==> config.mk <==
export PLATFORM = sky130hd
export DESIGN_NAME = operand_fetch
export DESIGN_NICKNAME = d
export VERILOG_FILES = /design/src/rtl/cpu_pkg.sv /design/src/rtl/fwd_sel.sv /design/src/rtl/operand_fetch.sv
export SDC_FILE = /design/constraint.sdc
export NUM_CORES = 1
export LEC_CHECK = 0
export CORE_AREA = 2 2 185 187
export CTS_CLUSTER_DIAMETER = 150
export CTS_CLUSTER_SIZE = 25
export DETAILED_ROUTE_END_ITERATION = 10
export DIE_AREA = 0 0 187 189
export PLACE_DENSITY = 0.62
export SYNTH_ARGS = -nofsm -noshare
export SYNTH_HDL_FRONTEND = slang
export SYNTH_HIERARCHICAL = 1
export SYNTH_SLANG_ARGS = --single-unit
==> constraint.sdc <==
create_clock -name clk -period 1.7 [get_ports clk]
set_input_delay 0.255 -clock clk [delete_from_list [all_inputs] [get_ports clk]]
set_output_delay 0.255 -clock clk [all_outputs]
set_load 0.01 [all_outputs]
==> src/rtl/cpu_pkg.sv <==
// Shared constants and state encoding for the ID-stage operand fetch logic.
package cpu_pkg;

  localparam int         REG_W  = 5;
  localparam logic [4:0] XZR    = 5'd31;
  localparam int         RD_LSB = 0;
  localparam int         RN_LSB = 5;
  localparam int         RM_LSB = 16;

  typedef enum logic {
    RUN    = 1'b0,
    BUBBLE = 1'b1
  } state_e;

endpackage

==> src/rtl/fwd_sel.sv <==
// Priority operand select for one source register: XZR, then EX, then MEM, then regfile.
module fwd_sel
  import cpu_pkg::*;
#(
  parameter int DATA_W = 64
) (
  input  logic [REG_W-1:0]  i_src,
  input  logic [DATA_W-1:0] i_rdata,
  input  logic              i_ex_we,
  input  logic [REG_W-1:0]  i_ex_rd,
  input  logic [DATA_W-1:0] i_ex_res,
  input  logic              i_mem_we,
  input  logic [REG_W-1:0]  i_mem_rd,
  input  logic [DATA_W-1:0] i_mem_res,
  output logic [DATA_W-1:0] o_operand
);

  logic w_ex_hit;
  logic w_mem_hit;

  assign w_ex_hit  = i_ex_we  && (i_ex_rd  == i_src) && (i_ex_rd  != XZR);
  assign w_mem_hit = i_mem_we && (i_mem_rd == i_src) && (i_mem_rd != XZR);

  // WB is never forwarded: the regfile writes on the falling edge, so ReadData already has it.
  always_comb begin
    o_operand = i_rdata;
    if (i_src == XZR) begin
      o_operand = '0;
    end else if (w_ex_hit) begin
      o_operand = i_ex_res;
    end else if (w_mem_hit) begin
      o_operand = i_mem_res;
    end
  end

endmodule

==> src/rtl/operand_fetch.sv <==
// ID stage: register address decode, EX/MEM forwarding, load-use stall FSM and ID/EX register.
module operand_fetch
  import cpu_pkg::*;
#(
  parameter int DATA_W = 64
) (
  input  logic              clk,
  input  logic              rst_n,
  input  logic [31:0]       instr,
  input  logic              instr_valid,
  input  logic              reg2loc,
  output logic [REG_W-1:0]  ReadRegister1,
  output logic [REG_W-1:0]  ReadRegister2,
  input  logic [DATA_W-1:0] ReadData1,
  input  logic [DATA_W-1:0] ReadData2,
  input  logic              ex_RegWrite,
  input  logic              ex_MemRead,
  input  logic [REG_W-1:0]  ex_Rd,
  input  logic [DATA_W-1:0] ex_result,
  input  logic              mem_RegWrite,
  input  logic [REG_W-1:0]  mem_Rd,
  input  logic [DATA_W-1:0] mem_result,
  input  logic              flush,
  output logic              stall,
  output logic              idex_valid,
  output logic [DATA_W-1:0] idex_A,
  output logic [DATA_W-1:0] idex_B,
  output logic [REG_W-1:0]  idex_Rd,
  output logic [31:0]       stall_count
);

  function automatic logic [31:0] sat_inc(input logic [31:0] v);
    return (v == 32'hFFFF_FFFF) ? v : v + 32'd1;
  endfunction

  state_e            r_state;
  logic              r_vld_p1;
  logic [DATA_W-1:0] r_a_p1;
  logic [DATA_W-1:0] r_b_p1;
  logic [REG_W-1:0]  r_rd_p1;
  logic [31:0]       r_stall_cnt;

  logic [DATA_W-1:0] w_op_a_p0;
  logic [DATA_W-1:0] w_op_b_p0;
  logic              w_hazard;
  logic              w_unused;

  // Opcode and shamt bits are decoded elsewhere in the pipeline.
  assign w_unused = ^{instr[31:21], instr[15:10]};

  // ---- p0: decode, forward, hazard detect ----
  assign ReadRegister1 = instr[RN_LSB +: REG_W];
  assign ReadRegister2 = reg2loc ? instr[RD_LSB +: REG_W] : instr[RM_LSB +: REG_W];

  assign w_hazard = instr_valid && ex_MemRead && (ex_Rd != XZR) &&
                    ((ex_Rd == ReadRegister1) || (ex_Rd == ReadRegister2));

  // Only one bubble per load: in BUBBLE the load has moved on to MEM and is forwarded from there.
  assign stall = (r_state == RUN) && w_hazard && !flush;

  fwd_sel #(.DATA_W(DATA_W)) u_fwd_a (
    .i_src     (ReadRegister1),
    .i_rdata   (ReadData1),
    .i_ex_we   (ex_RegWrite),
    .i_ex_rd   (ex_Rd),
    .i_ex_res  (ex_result),
    .i_mem_we  (mem_RegWrite),
    .i_mem_rd  (mem_Rd),
    .i_mem_res (mem_result),
    .o_operand (w_op_a_p0)
  );

  fwd_sel #(.DATA_W(DATA_W)) u_fwd_b (
    .i_src     (ReadRegister2),
    .i_rdata   (ReadData2),
    .i_ex_we   (ex_RegWrite),
    .i_ex_rd   (ex_Rd),
    .i_ex_res  (ex_result),
    .i_mem_we  (mem_RegWrite),
    .i_mem_rd  (mem_Rd),
    .i_mem_res (mem_result),
    .o_operand (w_op_b_p0)
  );

  always_ff @(posedge clk or negedge rst_n) begin
    if (!rst_n) begin
      r_state <= RUN;
    end else begin
      case (r_state)
        RUN:     r_state <= stall ? BUBBLE : RUN;
        BUBBLE:  r_state <= RUN;
        default: r_state <= RUN;
      endcase
    end
  end

  // ---- p1: ID/EX register ----
  always_ff @(posedge clk or negedge rst_n) begin
    if (!rst_n) begin
      r_vld_p1    <= 1'b0;
      r_a_p1      <= '0;
      r_b_p1      <= '0;
      r_rd_p1     <= '0;
      r_stall_cnt <= '0;
    end else begin
      r_vld_p1 <= instr_valid && !stall && !flush;
      if (stall) begin
        r_a_p1      <= '0;
        r_b_p1      <= '0;
        r_rd_p1     <= '0;
        r_stall_cnt <= sat_inc(r_stall_cnt);
      end else begin
        r_a_p1  <= w_op_a_p0;
        r_b_p1  <= w_op_b_p0;
        r_rd_p1 <= instr[RD_LSB +: REG_W];
      end
    end
  end

  assign idex_valid  = r_vld_p1;
  assign idex_A      = r_a_p1;
  assign idex_B      = r_b_p1;
  assign idex_Rd     = r_rd_p1;
  assign stall_count = r_stall_cnt;

endmodule

# Word-level counts from Yosys, hierarchy flattened
# Index checks and enable logic that the tools add are counted.
dict set report word_totals {
  register_bits 167
  in_bits 306
}
dict set report op_classes {
  n_addsub 1
  mux 12
  n_bitwise 2
  n_reduce_logical 19
  n_eq_ne 9
}
# op count
set op_table {}
lappend op_table {{64-bit 2-to-1 mux} 8}
lappend op_table {{32-bit by 1-bit adder with 32-bit output, second input constant} 1}
lappend op_table {{32-bit == test, second input constant} 1}
lappend op_table {{5-bit == test} 4}
lappend op_table {{1-bit logical AND} 15}
lappend op_table {{5-bit == test, second input constant} 2}
lappend op_table {{5-bit 2-to-1 mux} 2}
lappend op_table {{5-bit inequality test, second input constant} 2}
lappend op_table {{1-bit logical NOT} 2}
lappend op_table {{1-bit inverter} 2}
lappend op_table {{1-bit case mux with 2 select lines} 1}
lappend op_table {{2-bit AND reduction} 1}
lappend op_table {{1-bit logical OR} 1}
lappend op_table {{1-bit 2-to-1 mux} 1}

# Depth between registers and ports, before layout
dict set report depth {
  ltp_word 9
  depth_mapped 11
  depth_no_buf 8
}

# Cells and area by module
# The synthesis kept the hierarchy.
# module n_inst area_each_um2 cells_each seq_area_each_um2
set by_module_without_submodules {}
lappend by_module_without_submodules {operand_fetch 1 6150.9 470 4179.0}
lappend by_module_without_submodules {fwd_sel 2 1761.7 170 0.0}

# Worst setup path before layout
# Ideal clock, no wire load.
dict set report synth_path {
  kind {input-to-reg}
  start {in reg2loc}
  end {reg r_b_p1[22] (netlist: idex_B[22])}
  setup_time_ns 0.119
  path_buffers 2
  arrival_ns 1.973
  slack_ns -0.392
  stages 9
  t_required_ns 1.581
  path_cell_list {buf_6 > mux2_2 > xor2_1 > nor4_2 > nand3_2 > o21ai_4 > buf_4 > o2bb2ai_1 > and2_1}
}
dict set report synth_via {
  elab_chain_len 8
  word_cells_on_any_way 16
}
# item line
set synth_lines {}
lappend synth_lines {{start, declared} operand_fetch.sv:11} ;# input logic reg2loc,
lappend synth_lines {{5-bit 2-to-1 mux (*)} operand_fetch.sv:53} ;# assign ReadRegister2 = reg2loc ? instr[RD_LSB +: REG_W] : instr[RM_LSB +: REG_W];
lappend synth_lines {{net ReadRegister2[3]} operand_fetch.sv:13} ;# output logic [REG_W-1:0] ReadRegister2,
lappend synth_lines {{5-bit == test} fwd_sel.sv:22} ;# assign w_mem_hit = i_mem_we && (i_mem_rd == i_src) && (i_mem_rd != XZR);
lappend synth_lines {{1-bit logical AND (2 in series)} fwd_sel.sv:22}
lappend synth_lines {{64-bit 2-to-1 mux} fwd_sel.sv:31} ;# end else if (w_mem_hit) begin
lappend synth_lines {{64-bit 2-to-1 mux} fwd_sel.sv:29} ;# end else if (w_ex_hit) begin
lappend synth_lines {{64-bit 2-to-1 mux (*)} fwd_sel.sv:27} ;# if (i_src == XZR) begin
lappend synth_lines {{net w_op_b_p0[22]} operand_fetch.sv:44} ;# logic [DATA_W-1:0] w_op_b_p0;
lappend synth_lines {{64-bit 2-to-1 mux (*)} operand_fetch.sv:107} ;# if (stall) begin
lappend synth_lines {{end signal, assigned} operand_fetch.sv:114} ;# r_b_p1 <= w_op_b_p0;
lappend synth_lines {{end, declared} operand_fetch.sv:39} ;# logic [DATA_W-1:0] r_b_p1;
# The timed path passes the listed nets; every way through them passes the cells marked *.
# A chain may end at the register's enable or synchronous reset.

# Final worst setup path
dict set report layout_path {
  start {reg r_state}
  end {out stall}
}
dict set report layout_via {
  elab_chain_len 3
}
# item line
set layout_lines {}
lappend layout_lines {{start, declared} operand_fetch.sv:36} ;# state_e r_state;
lappend layout_lines {{start signal, assigned} operand_fetch.sv:90} ;# RUN: r_state <= stall ? BUBBLE : RUN;
lappend layout_lines {{1-bit inverter} operand_fetch.sv:59} ;# assign stall = (r_state == RUN) && w_hazard && !flush;
lappend layout_lines {{1-bit logical AND (2 in series)} operand_fetch.sv:59}
lappend layout_lines {{end, declared} operand_fetch.sv:24} ;# output logic stall,
# No other way between the ends.

==> metrics.yaml <==
place:
  place.gp.congestion: 0.892
  io_buffers: 465
  post-dp-hpwl_mm: 30.3
die:
  row_count: 67
  die_w_um: 187
  initial_core_util_pct: 29.1
  coreArea_um2: 33300
  pin_count: 483
  die_h_um: 189
  dieArea_um2: 35300
drt:
  vias_per_cell: 4.70
  drtIter0Drc: 233
  drt.antenna.violating_nets: 0
  num_vias: 8681
  first_pass_iters: 4
  route.detailed.drc: 0
  wirelength_mm: 39.4
  wl_per_cell_um: 21.3
hold_path:
  hold_path.class: "primary input to flip-flop"
sta:
  skew_ns: 0.0117
  post-route-period-util_pct: 131
  worst_slew_pin_slew_ns: 0.452
  layout_min_cycle_time_ns: 2.23
  max_freq_mhz: 449
  max_slew_margin_pct: 69.8
  fin_ws_ns: -0.526
  setup_tns_ns: -68.72
  holdWs_ns: 0.173
  slew_violations: 0
  setup_viol: 167
  hold_viol_final: 0
  rsz0062_at_grt: "yes"
setup_path:
  slowest_stage: "dfrtp_1"
  cp_data_required_time_ns: 1.44
  critPathArrivalTime_ns: 1.97
  critPathMostFrequentCell: "buf_4"
  start_kind: "flip-flop"
  cp_cell_sequence: "nor4bb_2, buf_4, o21ai_2, nor4_2, buf_4, a21oi_4, inv_2, buf_6"
  critPathCaptureType: "primary output"
  r2r_setup_slack_ns: -0.53
  max_stage_delay_ns: 0.37
  critical_path.max_fanout: 3
  worstSetupPathType: "flip-flop to primary output"
run_status:
  violations: "setup timing"
  outcome: "complete, but fails checks"
global_routing:
  grt_pass1_wl_mm: 59.2
  grt-ovfl-total: 0
  grt_use_total_pct: 22.2
  grtUsageMet2_pct: 38.2
  antenna_found_initial: 5
  grt_pass1_vias: 9480
  grt_use_met1_pct: 25.9
  grt_start_max_net_pins: 76
  met3_usage_pct: 6.04
  busiest_layer: "met2"
logic_synthesis:
  ys_seq_area_share_pct: 43.2
  synth_top_family_by_area: "compound AO/OA/AOI/OAI gates"
  synth_nets: 1117
  synthAdderAreaFrac_pct: 0.129
  yosys.area_share.simple_pct: 15.8
  syn_avg_cell_area_um2: 11.9
  synth_seq_cells: 167
  synth-xor-area-share_pct: 5.34
  yosys_warnings: 6
  syn_area_um2: 9670
  ys_types: 40
  synth-compound-area-share_pct: 16.1
  synth_mux_area_share_pct: 13.9
  synthCells: 810
pwr:
  ir_drop_mv: 0.678
  power_leakage_nw: 6.97
  power_density_nw_per_um2: 643
clocking:
  cts.sinks: 167
  cts_buffer_depth: 2
  cts_buffers: 17
  cts.clk_slew.worst_paths_ns: 0.07
  htree_levels: 4
  cts_tree: "done"
  root_buffer: "clkbuf_16"
  clock_latency_ns: 0.43
finish:
  fin_nets: 1689
  multi_input_area_um2: 5270
  drive_above_1_share_pct: 23.2
  area_growth_syn_to_layout_pct: 74.5
  fillers: 3048
  regArea_um2: 4180
run:
  maxCapViolations: 0
registers in the layout (all words and copies together), names as in the netlist:
name,count
stall_count,32
r_state,1
idex_Rd,5
idex_A,64
idex_B,64
idex_valid,1
cell usage after synthesis:
cell type	n	share of area, %
nor3b_1	3	0.23
and4bb_2	3	0.39
and2_1	135	8.7
buf_6	15	1.7
a21oi_1	3	0.16
nand3_2	2	0.21
xnor2_1	19	1.7
buf_4	21	1.6
dfrtp_1	167	43
nor3_1	20	1.0
xor2_1	40	3.6
nor3_2	5	0.52
mux2i_1	132	14
buf_2	4	0.21
nand4_1	4	0.26
nand3_1	21	1.1
and3_1	5	0.32
mux2_2	1	0.12
ha_1	1	0.13
o21ai_4	2	0.34
nor3b_2	1	0.13
nor4_1	3	0.19
mux2_1	1	0.12
nand2_1	19	0.74
nand4b_1	2	0.18
clkbuf_1	14	0.54
buf_8	6	0.93
o2bb2ai_2	60	9.3
o211ai_1	1	0.078
nand2b_1	1	0.065
nor2_8	2	0.41
o21ai_0	1	0.052
clkbuf_4	4	0.31
and4_1	2	0.18
inv_1	6	0.23
o2bb2ai_1	68	6.2
nor4_2	4	0.52
nor2b_1	1	0.065
nor2_1	10	0.39
nor4bb_1	1	0.10
area by class of cell:
cell class	count	area share, %
diodes	4	0.0593
clock buffers	18	2.60
clock inverters	13	0.593
inverters	6	0.133
multi-input cells	573	31.2
flip-flops and latches	167	24.8
well taps	448	3.32
repair buffers	617	37.3
metal layers:
layer	up-vias	share of wire (%)
met5	-	0.041
met4	2	3.4
met3	62	6.8
met2	333	49
met1	4224	40
li1	4060	-
stage by stage:
stage	power [mW]	instance area (um2)	std cells	worst slack, ns	utilization (%)
after global routing	11.3	16900	1845	-0.638	50.7
after floorplan	5.33	9920	810	-0.293	-
final	10.9	16900	1846	-0.526	50.7
after global placement	7.21	15900	1799	-1.16	47.9
after CTS	11.0	16700	1843	-0.638	50.3
after detailed placement	7.23	15900	1799	-1.12	47.9
worst max-delay path: cells and delay by family (launching register included):
| family | cells | cell delay (ns) |
|---|---|---|
| flops | 1 | 0.37 |
| simple gates | 2 | 0.57 |
| buf+inv | 4 | 0.51 |
| compound gates | 2 | 0.10 |
placed cells by master, fill, tap and decap left out, types with 20 or more instances in the layout:
cell	Yosys	layout
xor2_1	40	40
clkdlybuf4s50_1	0	416
o2bb2ai_2	60	60
dfrtp_1	167	165
and2_1	135	129
dlymetal6s2s_1	0	23
mux2i_1	132	123
buf_4	21	116
o2bb2ai_1	68	68
buf_12	0	27
nand3_1	21	20
kinds of logic after synthesis:
group,after synthesis
and+or+nand+nor,244
DFF,167
AOI/OAI and AO/OA,135
muxes,134
buffers and inverters,70
xor gates and xnor gates,59
adders and majority gates,1
power by group:
part / internal, mW / switching (mW)
Combinational: 1.66 / 1.15
Clock: 1.92 / 1.77
Sequential: 4.26 / 0.106
Total: 7.83 / 3.02
path summary, 6_finish.rpt:
check | startpoint | endpoint | depth (start not counted)
setup / recovery | r_state$_DFF_PN0_ | stall | 8
hold / removal | instr[1] | idex_Rd[1]$_DFF_PN0_ | 2
setup reg to reg | r_state$_DFF_PN0_ | idex_A[0]$_DFF_PN0_ | 10
hold reg to reg | stall_count[30]$_DFFE_PN0P_ | stall_count[30]$_DFFE_PN0P_ | 1
max in group asynchronous | rst_n | idex_B[28]$_DFF_PN0_ | 3
min in group asynchronous | rst_n | idex_B[57]$_DFF_PN0_ | 2
what timing repair did:
item | CTS | global route
setup endpoints to repair | 207 | 191
hold buffers | 1 | 0
setup buffers | 7 | 0
hold endpoints to repair | 78 | 0
gates resized for setup | 56 | 45
cloned | 5 | 0
pin swaps | 4 | 8
Power figures use the tool's default switching activity.
